### config.mk
export PLATFORM = sky130hd
export DESIGN_NAME = frame_reader_flat
export DESIGN_NICKNAME = d
export VERILOG_FILES = /design/src/rtl/frame_reader_if.sv /design/src/rtl/frame_reader.sv /design/src/flat_wrapper.sv
export SDC_FILE = /design/constraint.sdc
export NUM_CORES = 1
export LEC_CHECK = 0
export BUFFER_PORTS_ARGS = -buffer_cell sky130_fd_sc_hd__buf_2
export CORE_MARGIN = 4
export CORE_UTILIZATION = 25
export CTS_CLUSTER_DIAMETER = 80
export DETAILED_ROUTE_END_ITERATION = 12
export PLACE_DENSITY = 0.48
export SETUP_SLACK_MARGIN = 0.1
export SYNTH_ARGS = -nofsm -noshare
export SYNTH_HDL_FRONTEND = slang
export SYNTH_SLANG_ARGS = --single-unit
### constraint.sdc
create_clock -name clk_i -period 4.5 [get_ports clk_i]
set_clock_uncertainty 0.15 [all_clocks]
set_input_delay 0.45 -clock clk_i [delete_from_list [all_inputs] [get_ports clk_i]]
set_output_delay 0.45 -clock clk_i [all_outputs]
set_load 0.01 [all_outputs]
### src/rtl/frame_reader_if.sv
// rtl/frame_reader_if.sv - pixel stream handshake bundle between frame_reader and its consumer
interface frame_reader_if #(
  parameter int V = 8
) ();
  logic [V-1:0] px_data;
  logic         px_valid;
  logic         px_ready;
  logic         px_eol;
  logic         px_eof;

  modport master (output px_data, px_valid, px_eol, px_eof, input px_ready);
  modport slave  (input px_data, px_valid, px_eol, px_eof, output px_ready);
endinterface

### src/rtl/frame_reader.sv
// rtl/frame_reader.sv - reads one raster frame from single-port pixel RAM into a valid/ready pixel stream
module frame_reader #(
  parameter int V = 8,
  parameter int W = 320,
  parameter int H = 240,
  parameter int A = 20
) (
  input  logic           clk_i,
  input  logic           rst_ni,
  input  logic           start_i,
  output logic           ram_we_o,
  output logic [A-1:0]   ram_addr_o,
  input  logic [V-1:0]   ram_data_i,
  frame_reader_if.master px,
  output logic           busy_o,
  output logic           done_o
);

  localparam int XW = (W > 1) ? $clog2(W) : 1;
  localparam int YW = (H > 1) ? $clog2(H) : 1;
  localparam logic [A-1:0]  LAST_ADDR = A'(W * H - 1);
  localparam logic [XW-1:0] X_LAST    = XW'(W - 1);
  localparam logic [YW-1:0] Y_LAST    = YW'(H - 1);

  typedef enum logic [1:0] {S_IDLE, S_ISSUE, S_DRAIN} state_e;

  state_e         state_q, state_d;
  logic [A-1:0]   rd_cnt_q, rd_cnt_d;
  logic [A-1:0]   addr_q, addr_d;
  logic [XW-1:0]  x_q, x_d;
  logic [YW-1:0]  y_q, y_d;
  logic           inf_q, inf_d;
  logic           inf_eol_q, inf_eol_d;
  logic           inf_eof_q, inf_eof_d;
  logic [V-1:0]   buf_data_q [2];
  logic [V-1:0]   buf_data_d [2];
  logic [1:0]     buf_eol_q, buf_eol_d;
  logic [1:0]     buf_eof_q, buf_eof_d;
  logic           head_q, head_d;
  logic [1:0]     cnt_q, cnt_d;
  logic           done_q, done_d;

  logic           issue;
  logic           pop;
  logic           wr_idx;
  logic [2:0]     occ;

  assign pop    = (cnt_q != 2'd0) && px.px_ready;
  assign wr_idx = head_q ^ cnt_q[0];
  assign occ    = {1'b0, cnt_q} + {2'b00, inf_q};

  always_comb begin
    state_d    = state_q;
    rd_cnt_d   = rd_cnt_q;
    addr_d     = addr_q;
    x_d        = x_q;
    y_d        = y_q;
    inf_d      = 1'b0;
    inf_eol_d  = inf_eol_q;
    inf_eof_d  = inf_eof_q;
    buf_data_d = buf_data_q;
    buf_eol_d  = buf_eol_q;
    buf_eof_d  = buf_eof_q;
    done_d     = 1'b0;
    issue      = 1'b0;

    case (state_q)
      S_IDLE: begin
        if (start_i) begin
          state_d  = S_ISSUE;
          rd_cnt_d = '0;
          x_d      = '0;
          y_d      = '0;
        end
      end
      // A pop this cycle frees a slot, so the credit check counts it in advance.
      S_ISSUE: issue = (occ < (3'd2 + {2'b00, pop}));
      S_DRAIN: begin
        if (pop && (cnt_q == 2'd1) && !inf_q) begin
          done_d  = 1'b1;
          state_d = S_IDLE;
        end
      end
      default: state_d = S_IDLE;
    endcase

    if (issue) begin
      addr_d    = rd_cnt_q;
      inf_d     = 1'b1;
      inf_eol_d = (x_q == X_LAST);
      inf_eof_d = (rd_cnt_q == LAST_ADDR);
      if (rd_cnt_q == LAST_ADDR) begin
        state_d = S_DRAIN;
      end else begin
        rd_cnt_d = rd_cnt_q + A'(1);
      end
      if (x_q == X_LAST) begin
        x_d = '0;
        if (y_q != Y_LAST) y_d = y_q + YW'(1);
      end else begin
        x_d = x_q + XW'(1);
      end
    end

    // RAM word for the previous cycle's address lands behind any entry still queued.
    if (inf_q) begin
      buf_data_d[wr_idx] = ram_data_i;
      buf_eol_d[wr_idx]  = inf_eol_q;
      buf_eof_d[wr_idx]  = inf_eof_q;
    end

    cnt_d  = cnt_q + {1'b0, inf_q} - {1'b0, pop};
    head_d = head_q ^ pop;
  end

  always_ff @(posedge clk_i or negedge rst_ni) begin
    if (!rst_ni) begin
      state_q       <= S_IDLE;
      rd_cnt_q      <= '0;
      addr_q        <= '0;
      x_q           <= '0;
      y_q           <= '0;
      inf_q         <= 1'b0;
      inf_eol_q     <= 1'b0;
      inf_eof_q     <= 1'b0;
      buf_data_q[0] <= '0;
      buf_data_q[1] <= '0;
      buf_eol_q     <= '0;
      buf_eof_q     <= '0;
      head_q        <= 1'b0;
      cnt_q         <= '0;
      done_q        <= 1'b0;
    end else begin
      state_q    <= state_d;
      rd_cnt_q   <= rd_cnt_d;
      addr_q     <= addr_d;
      x_q        <= x_d;
      y_q        <= y_d;
      inf_q      <= inf_d;
      inf_eol_q  <= inf_eol_d;
      inf_eof_q  <= inf_eof_d;
      buf_data_q <= buf_data_d;
      buf_eol_q  <= buf_eol_d;
      buf_eof_q  <= buf_eof_d;
      head_q     <= head_d;
      cnt_q      <= cnt_d;
      done_q     <= done_d;
    end
  end

  // The address being read shows combinationally; otherwise the last issued one is held.
  assign ram_addr_o  = issue ? rd_cnt_q : addr_q;
  assign ram_we_o    = 1'b0;
  assign px.px_valid = (cnt_q != 2'd0);
  assign px.px_data  = buf_data_q[head_q];
  assign px.px_eol   = px.px_valid & buf_eol_q[head_q];
  assign px.px_eof   = px.px_valid & buf_eof_q[head_q];
  assign busy_o      = (state_q != S_IDLE);
  assign done_o      = done_q;

endmodule

### src/flat_wrapper.sv
// flat-port wrapper written by rule: the top's interface ports become plain ports
module frame_reader_flat 
#(
  parameter int V = 8,
  parameter int W = 320,
  parameter int H = 240,
  parameter int A = 20
)
  (clk_i, rst_ni, start_i, ram_we_o, ram_addr_o, ram_data_i, busy_o, done_o, px_px_data, px_px_valid, px_px_eol, px_px_eof, px_px_ready);
  frame_reader_if #(.V(V)) px_i ();
  input  logic clk_i;
  input  logic rst_ni;
  input  logic start_i;
  output logic ram_we_o;
  output logic [A-1:0] ram_addr_o;
  input  logic [V-1:0] ram_data_i;
  output logic busy_o;
  output logic done_o;
  output wire logic [$bits(px_i.px_data)-1:0] px_px_data;
  output wire logic [$bits(px_i.px_valid)-1:0] px_px_valid;
  output wire logic [$bits(px_i.px_eol)-1:0] px_px_eol;
  output wire logic [$bits(px_i.px_eof)-1:0] px_px_eof;
  input wire logic [$bits(px_i.px_ready)-1:0] px_px_ready;
  assign px_px_data = px_i.px_data;
  assign px_px_valid = px_i.px_valid;
  assign px_px_eol = px_i.px_eol;
  assign px_px_eof = px_i.px_eof;
  assign px_i.px_ready = px_px_ready;
  frame_reader #(.V(V), .W(W), .H(H), .A(A)) u_core (.clk_i(clk_i), .rst_ni(rst_ni), .start_i(start_i), .ram_we_o(ram_we_o), .ram_addr_o(ram_addr_o), .ram_data_i(ram_data_i), .px(px_i), .busy_o(busy_o), .done_o(done_o));
endmodule
==> flow_summary.yaml, run 1 <==
outcome:
  status: "finished, final reports clean"
min_path:
  hold_class: "in -> async"
sta:
  whs_ns: 0.113
  relSlewSlack: 0.335
  finalHoldViolCount: 0
  tightest_slew_ns: 0.998
  final.setup.tns_ns: 0
  final_max_slew_viol_count: 0
  period_share: 0.748
  fmax_mhz: 297
  fin_crit_ns: 3.37
  finalSetupViolations: 0
  rsz0062_at_grt: "false"
clock_tree:
  clkSlewWorstSetupHoldPaths_ns: 0.06
  post_cts_resized: 0
  clockBufferDepth: 2
  post-cts-setup-buffer-count: 0
  cts_tree: "yes"
  htreeDepth: 3
  cts_buffers: 9
  clk_latency_ns: 0.34
  cts.sinks: 78
  cts_hold_buffers: 0
  cts_root_buf: "clkbuf_16"
synth:
  synth_edf_count: 0
  synthFlopType: "dfrtp_1"
  synth_nets: 381
  syn_area_per_cell_um2: 10.4
  synthArstFlopShare: 1.00
  ys_seq_area_frac: 0.519
  syn_inst: 363
  synthesis.area_um2: 3760
  ys_warn_count: 0
  ys_types: 51
  ys_seq_elements: 78
placement:
  io_buffers: 44
  place_congestion: 0.826
  post-dp-hpwl_um: 5580
drt:
  dr_total_vias: 2744
  first_iter_violations: 153
  routed_wl_um: 8490
  viasPerCell: 4.64
  drt-wirelength-per-cell_um: 14.3
  drt.antenna.violating_nets: 0
  drc: 0
  dr.pass1.iters: 4
setup_path:
  endpoint_kind: "primary output"
  crit_fanout: 29
  reg2reg_to: "u_core.rd_cnt_q[19]"
  r2r_cells: 7
  crit_type: "reg -> out"
  worstSetupStartpointType: "register"
  cp_data_arrival_time_ns: 2.77
  r2r-start: "u_core.cnt_q[0]"
  reg2reg_slack_ns: 1.78
  required_ns: 3.90
final_layout:
  nNetsFinal: 422
  n_antenna_cell: 0
  seq_area_um2: 1950
  area_delta_synth_final_pct: 18.9
  fillCellCount: 1525
  post-route-util: 0.305
  final_layout_size_suffix_gt1_frac: 0.238
  layout_common_cells: "nand2_1, dfrtp_1, buf_2"
  final_common_cell: "nand2_1"
  multi_input_area_um2: 1670
run:
  maxCapViolations: 0
grt:
  antenna_found_initial: 0
  grt-ovfl-total: 0
  grt_pass1_vias: 2819
  grt_use_total: 0.106
  grt_pass1_wl_um: 14300
  grt_max_degree: 79
floorplan:
  start_util: 0.257
  die_w_um: 131
  io_pins: 46
  dieHeight_um: 131
  die_area_um2: 17100
  core_um2: 14600
  num_rows: 44
pwr:
  p_total_uw: 3200
  p_leak_uw: 0.00212
  powerDensity_nw_per_um2: 715
  peakVddDrop_v: 0.000355
per-stage QoR:
stage | cell area (µm²) | instances | worst slack [ns]
floorplan | 3760 | 363 | 2.03
finish | 4470 | 592 | 1.13
CTS | 4470 | 592 | 1.06
detailed placement | 4120 | 577 | 1.44
global placement | 4120 | 577 | 1.52
global route | 4470 | 592 | 0.867
sequential cells by signal, indices dropped and copies added (netlist names):
name               flops
u_core.addr_q         20
u_core.rd_cnt_q       20
u_core.buf_data_q     16
u_core.x_q             9
u_core.buf_eof_q       2
u_core.buf_eol_q       2
u_core.cnt_q           2
u_core.state_q         2
u_core.done_o          1
u_core.head_q          1
u_core.inf_eof_q       1
u_core.inf_eol_q       1
u_core.inf_q           1
cells by family after synthesis:
group | after synthesis | synth area share
and+or+nand+nor | 167 | 0.220
DFF | 78 | 0.519
muxes | 40 | 0.116
AOI/OAI and AO/OA | 38 | 0.0696
buffers and inverters | 25 | 0.0353
xor gates and xnor gates | 8 | 0.0186
adders and majority gates | 6 | 0.0200
other | 1 | 0.000998
synthesized netlist by cell type (2+ instances only):
| cell | n | area (µm²) |
|---|---|---|
| dfrtp_1 | 78 | 1950 |
| nor2_1 | 17 | 63.8 |
| xnor2_1 | 5 | 43.8 |
| and2_1 | 2 | 12.5 |
| buf_2 | 4 | 20.0 |
| nor3b_1 | 2 | 15.0 |
| nor3_1 | 4 | 20.0 |
| or4_1 | 2 | 15.0 |
| mux2i_1 | 11 | 110 |
| a41oi_1 | 2 | 17.5 |
| mux2_2 | 29 | 327 |
| and3_1 | 7 | 43.8 |
| a31oi_1 | 6 | 37.5 |
| nand2b_1 | 5 | 31.3 |
| buf_1 | 2 | 7.51 |
| nand4_1 | 10 | 62.6 |
| a22o_1 | 2 | 17.5 |
| nor4_1 | 9 | 56.3 |
| clkbuf_1 | 4 | 15.0 |
| inv_1 | 10 | 37.5 |
| o21a_1 | 2 | 15.0 |
| nand2_1 | 88 | 330 |
| nand3_1 | 10 | 50.1 |
| xor2_1 | 3 | 26.3 |
| ha_1 | 6 | 75.1 |
| buf_6 | 4 | 45.0 |
| nor4b_1 | 2 | 17.5 |
| o31ai_1 | 3 | 22.5 |
| o21ai_0 | 7 | 35.0 |
| a21oi_1 | 6 | 30.0 |
layout make-up:
cell class,count,area share
Inverter,10,0.00840
Clock inverter,5,0.0238
Multi-Input combinational cell,260,0.375
Clock buffer,10,0.0535
Tap cell,184,0.0515
Timing Repair Buffer,45,0.0515
Sequential cell,78,0.437
critical path, stage by stage (launching register included):
cell and delay [ns]:
dfrtp_1 0.45, ha_1 0.24, ha_1 0.23, nor3b_4 0.33, nand2_1 0.12, inv_1 0.67, nand2_1 0.15, nand2_1 0.11
buf_2 0.13
power breakdown:
| part | switching [µW] | total, µW | internal, µW |
|---|---|---|---|
| clock network | 290 | 846 | 556 |
| logic | 762 | 1280 | 520 |
| registers | 170 | 1070 | 898 |
layer usage:
metal | share of wire | track usage | vias to the layer above
li1 | - | - | 1351
met1 | 0.48 | 0.141 | 1319
met2 | 0.45 | 0.168 | 64
met3 | 0.051 | 0.0305 | 10
met4 | 0.014 | 0.0333 | 0
met5 | 0 | 0 | -
worst max path at each step:
stage	start	endpoint	slack [ns]	cells past startpoint
after global routing	u_core.cnt_q[0]	ram_addr_o[4]	0.87	8
after CTS	u_core.cnt_q[0]	ram_addr_o[3]	1.06	8
after floorplan	u_core.cnt_q[0]	ram_addr_o[12]	2.03	9
after global placement	u_core.cnt_q[0]	ram_addr_o[4]	1.52	8
after detailed placement	u_core.cnt_q[0]	ram_addr_o[3]	1.44	8
final	u_core.cnt_q[0]	ram_addr_o[9]	1.13	8
(Power assumes the default switching activity.)
==> run 2, diff against run 1 <==
--- a/config.mk
+++ b/config.mk
@@ -10,7 +10,7 @@
 export CORE_UTILIZATION = 25
 export CTS_CLUSTER_DIAMETER = 80
 export DETAILED_ROUTE_END_ITERATION = 12
-export PLACE_DENSITY = 0.48
+export PLACE_DENSITY = 0.49
 export SETUP_SLACK_MARGIN = 0.1
 export SYNTH_ARGS = -nofsm -noshare
 export SYNTH_HDL_FRONTEND = slang
==> constraint.sdc (replaced) <==
create_clock -name clk_i -period 3 [get_ports clk_i]
set_clock_uncertainty 0.15 [all_clocks]
set_input_delay 0.3 -clock clk_i [delete_from_list [all_inputs] [get_ports clk_i]]
set_output_delay 0.3 -clock clk_i [all_outputs]
set_load 0.01 [all_outputs]
==> run 2 against run 1 <==
Effect of this change:
- critical path depth did not move
- global-route usage is 0.23 points higher
- utilization is 0.32 points higher
- cell count is 1.5% higher
- the run now ends with negative hold slack left
- combinational power grew 62%
- sequential power grew 47%
- first-iteration DRC count shrank 16%
- critical endpoint is now ram_addr_o[7]
- non-clock buffer count grew 8
==> flow_summary.yaml, run 2 (synthesis results as in run 1) <==
drt:
  first_iter_violations: 129
  viasPerCell: 4.73
  dr.pass1.iters: 4
  dr_total_vias: 2842
  drc: 0
  drt-wirelength-per-cell_um: 14.2
  drt.antenna.violating_nets: 0
  routed_wl_um: 8530
setup_path:
  required_ns: 2.55
  worstSetupStartpointType: "register"
  cp_data_arrival_time_ns: 2.22
  crit_type: "reg -> out"
  endpoint_kind: "primary output"
  crit_fanout: 27
placement:
  post-dp-hpwl_um: 5850
  place_congestion: 0.822
  io_buffers: 44
  numPlacedInstances: 583
grt:
  grt-ovfl-total: 0
  antenna_found_initial: 0
  grt_pass1_vias: 2898
  grt-busiest-layer: "met2"
  grt_max_degree: 79
  grt_use_total: 0.108
  met2_usage: 0.174
  grtUsageMet1: 0.135
  grt_pass1_wl_um: 14300
  met3_usage: 0.0402
final_layout:
  stdcell_count: 601
  nNetsFinal: 430
  area_delta_synth_final_pct: 20.1
  n_antenna_cell: 0
  final_common_cell: "nand2_1"
  final_layout_size_suffix_gt1_frac: 0.254
  top_regs: "u_core.addr_q x20, u_core.rd_cnt_q x20, u_core.buf_data_q x16"
  layout_common_cells: "nand2_1, dfrtp_1, buf_2"
pwr:
  powerDensity_nw_per_um2: 1080
  p_leak_uw: 0.00215
  peakVddDrop_v: 0.000466
clock_tree:
  clockBufferDepth: 2
  cts.sinks: 78
  htreeDepth: 3
  cts_buffers: 9
  cts_root_buf: "clkbuf_16"
  cts_tree: "yes"
  cts_hold_buffers: 0
  clkSlewWorstSetupHoldPaths_ns: 0.06
  clk_latency_ns: 0.34
floorplan:
  io_pins: 46
  die_area_um2: 17100
  num_rows: 44
  start_util: 0.257
  dieHeight_um: 131
  die_w_um: 131
  core_um2: 14600
sta:
  fmax_mhz: 374
  tightest_slew_ns: 0.984
  period_share: 0.892
  rsz0062_at_grt: "false"
  finalSetupViolations: 0
  relSlewSlack: 0.344
  whs_ns: -0.0318
  finalHoldViolCount: 62
  fin_crit_ns: 2.67
  final.setup.tns_ns: 0
  final_max_slew_viol_count: 0
run:
  maxCapViolations: 0
min_path:
  hold_class: "in -> async"
outcome:
  violations: "negative hold slack"
  status: "finished with violations"
[run 2: layout make-up]
class	instances	area, µm²
timing repair buffer	53	290
fill	1534	10100
inverter	10	37.5
clock inverter	6	92.6
multi-input combinational	260	1670
clock buffer	10	239
sequential	78	1950
tap	184	230
[run 2: power breakdown]
group	leakage, µW	total (µW)	switching (µW)	internal [µW]
clock network	0.000155	1210	459	755
registers	0.00101	1570	226	1350
logic	0.000986	2070	1190	882
total	0.00215	4860	1870	2980
[run 2: repair_timing]
| action | in CTS | in global routing |
|---|---|---|
| setup buffers | 0 | 2 |
| resized for setup | 0 | 1 |
| setup endpoints to repair | 0 | 17 |
[run 2: worst paths after layout]
check | startpoint | endpoint | slack (ns) | cells past startpoint
max | u_core.cnt_q[0] | ram_addr_o[7] | 0.33 | 8
min | rst_ni | u_core.x_q[8] | -0.03 | 1
max reg2reg | u_core.cnt_q[0] | u_core.rd_cnt_q[10] | 0.59 | 7
min reg2reg | u_core.addr_q[12] | u_core.addr_q[12] | 0.32 | 2
max in group asynchronous | rst_ni | u_core.rd_cnt_q[10] | 2.11 | 1
min in group clk_i | ram_data_i[6] | u_core.buf_data_q[14] | 0.05 | 2
[run 2: layer usage]
layer | share of wire | vias up
met5 | 0 | -
met4 | 0.015 | 0
met3 | 0.054 | 10
met2 | 0.45 | 55
met1 | 0.48 | 1407
li1 | - | 1370
[run 2: stage by stage]
step           area, µm²   util  total power [µW]  worst slack [ns]
6_report            4520  0.308              4860             0.325
5_1_grt             4520  0.308              5230             0.108
4_1_cts             4500  0.307              4930             0.126
3_5_place_dp        4170  0.285              3680             0.512
3_3_place_gp        4170  0.285              3620             0.556
2_1_floorplan       3760      -              3040             0.675
[run 2: critical path, cell delays in order (launching register included)]
cell,delay [ns]
dfrtp_1,0.45
ha_1,0.24
ha_1,0.33
o21ai_4,0.10
nand2_1,0.11
buf_4,0.28
nand2_1,0.08
o21ai_1,0.11
buf_2,0.16
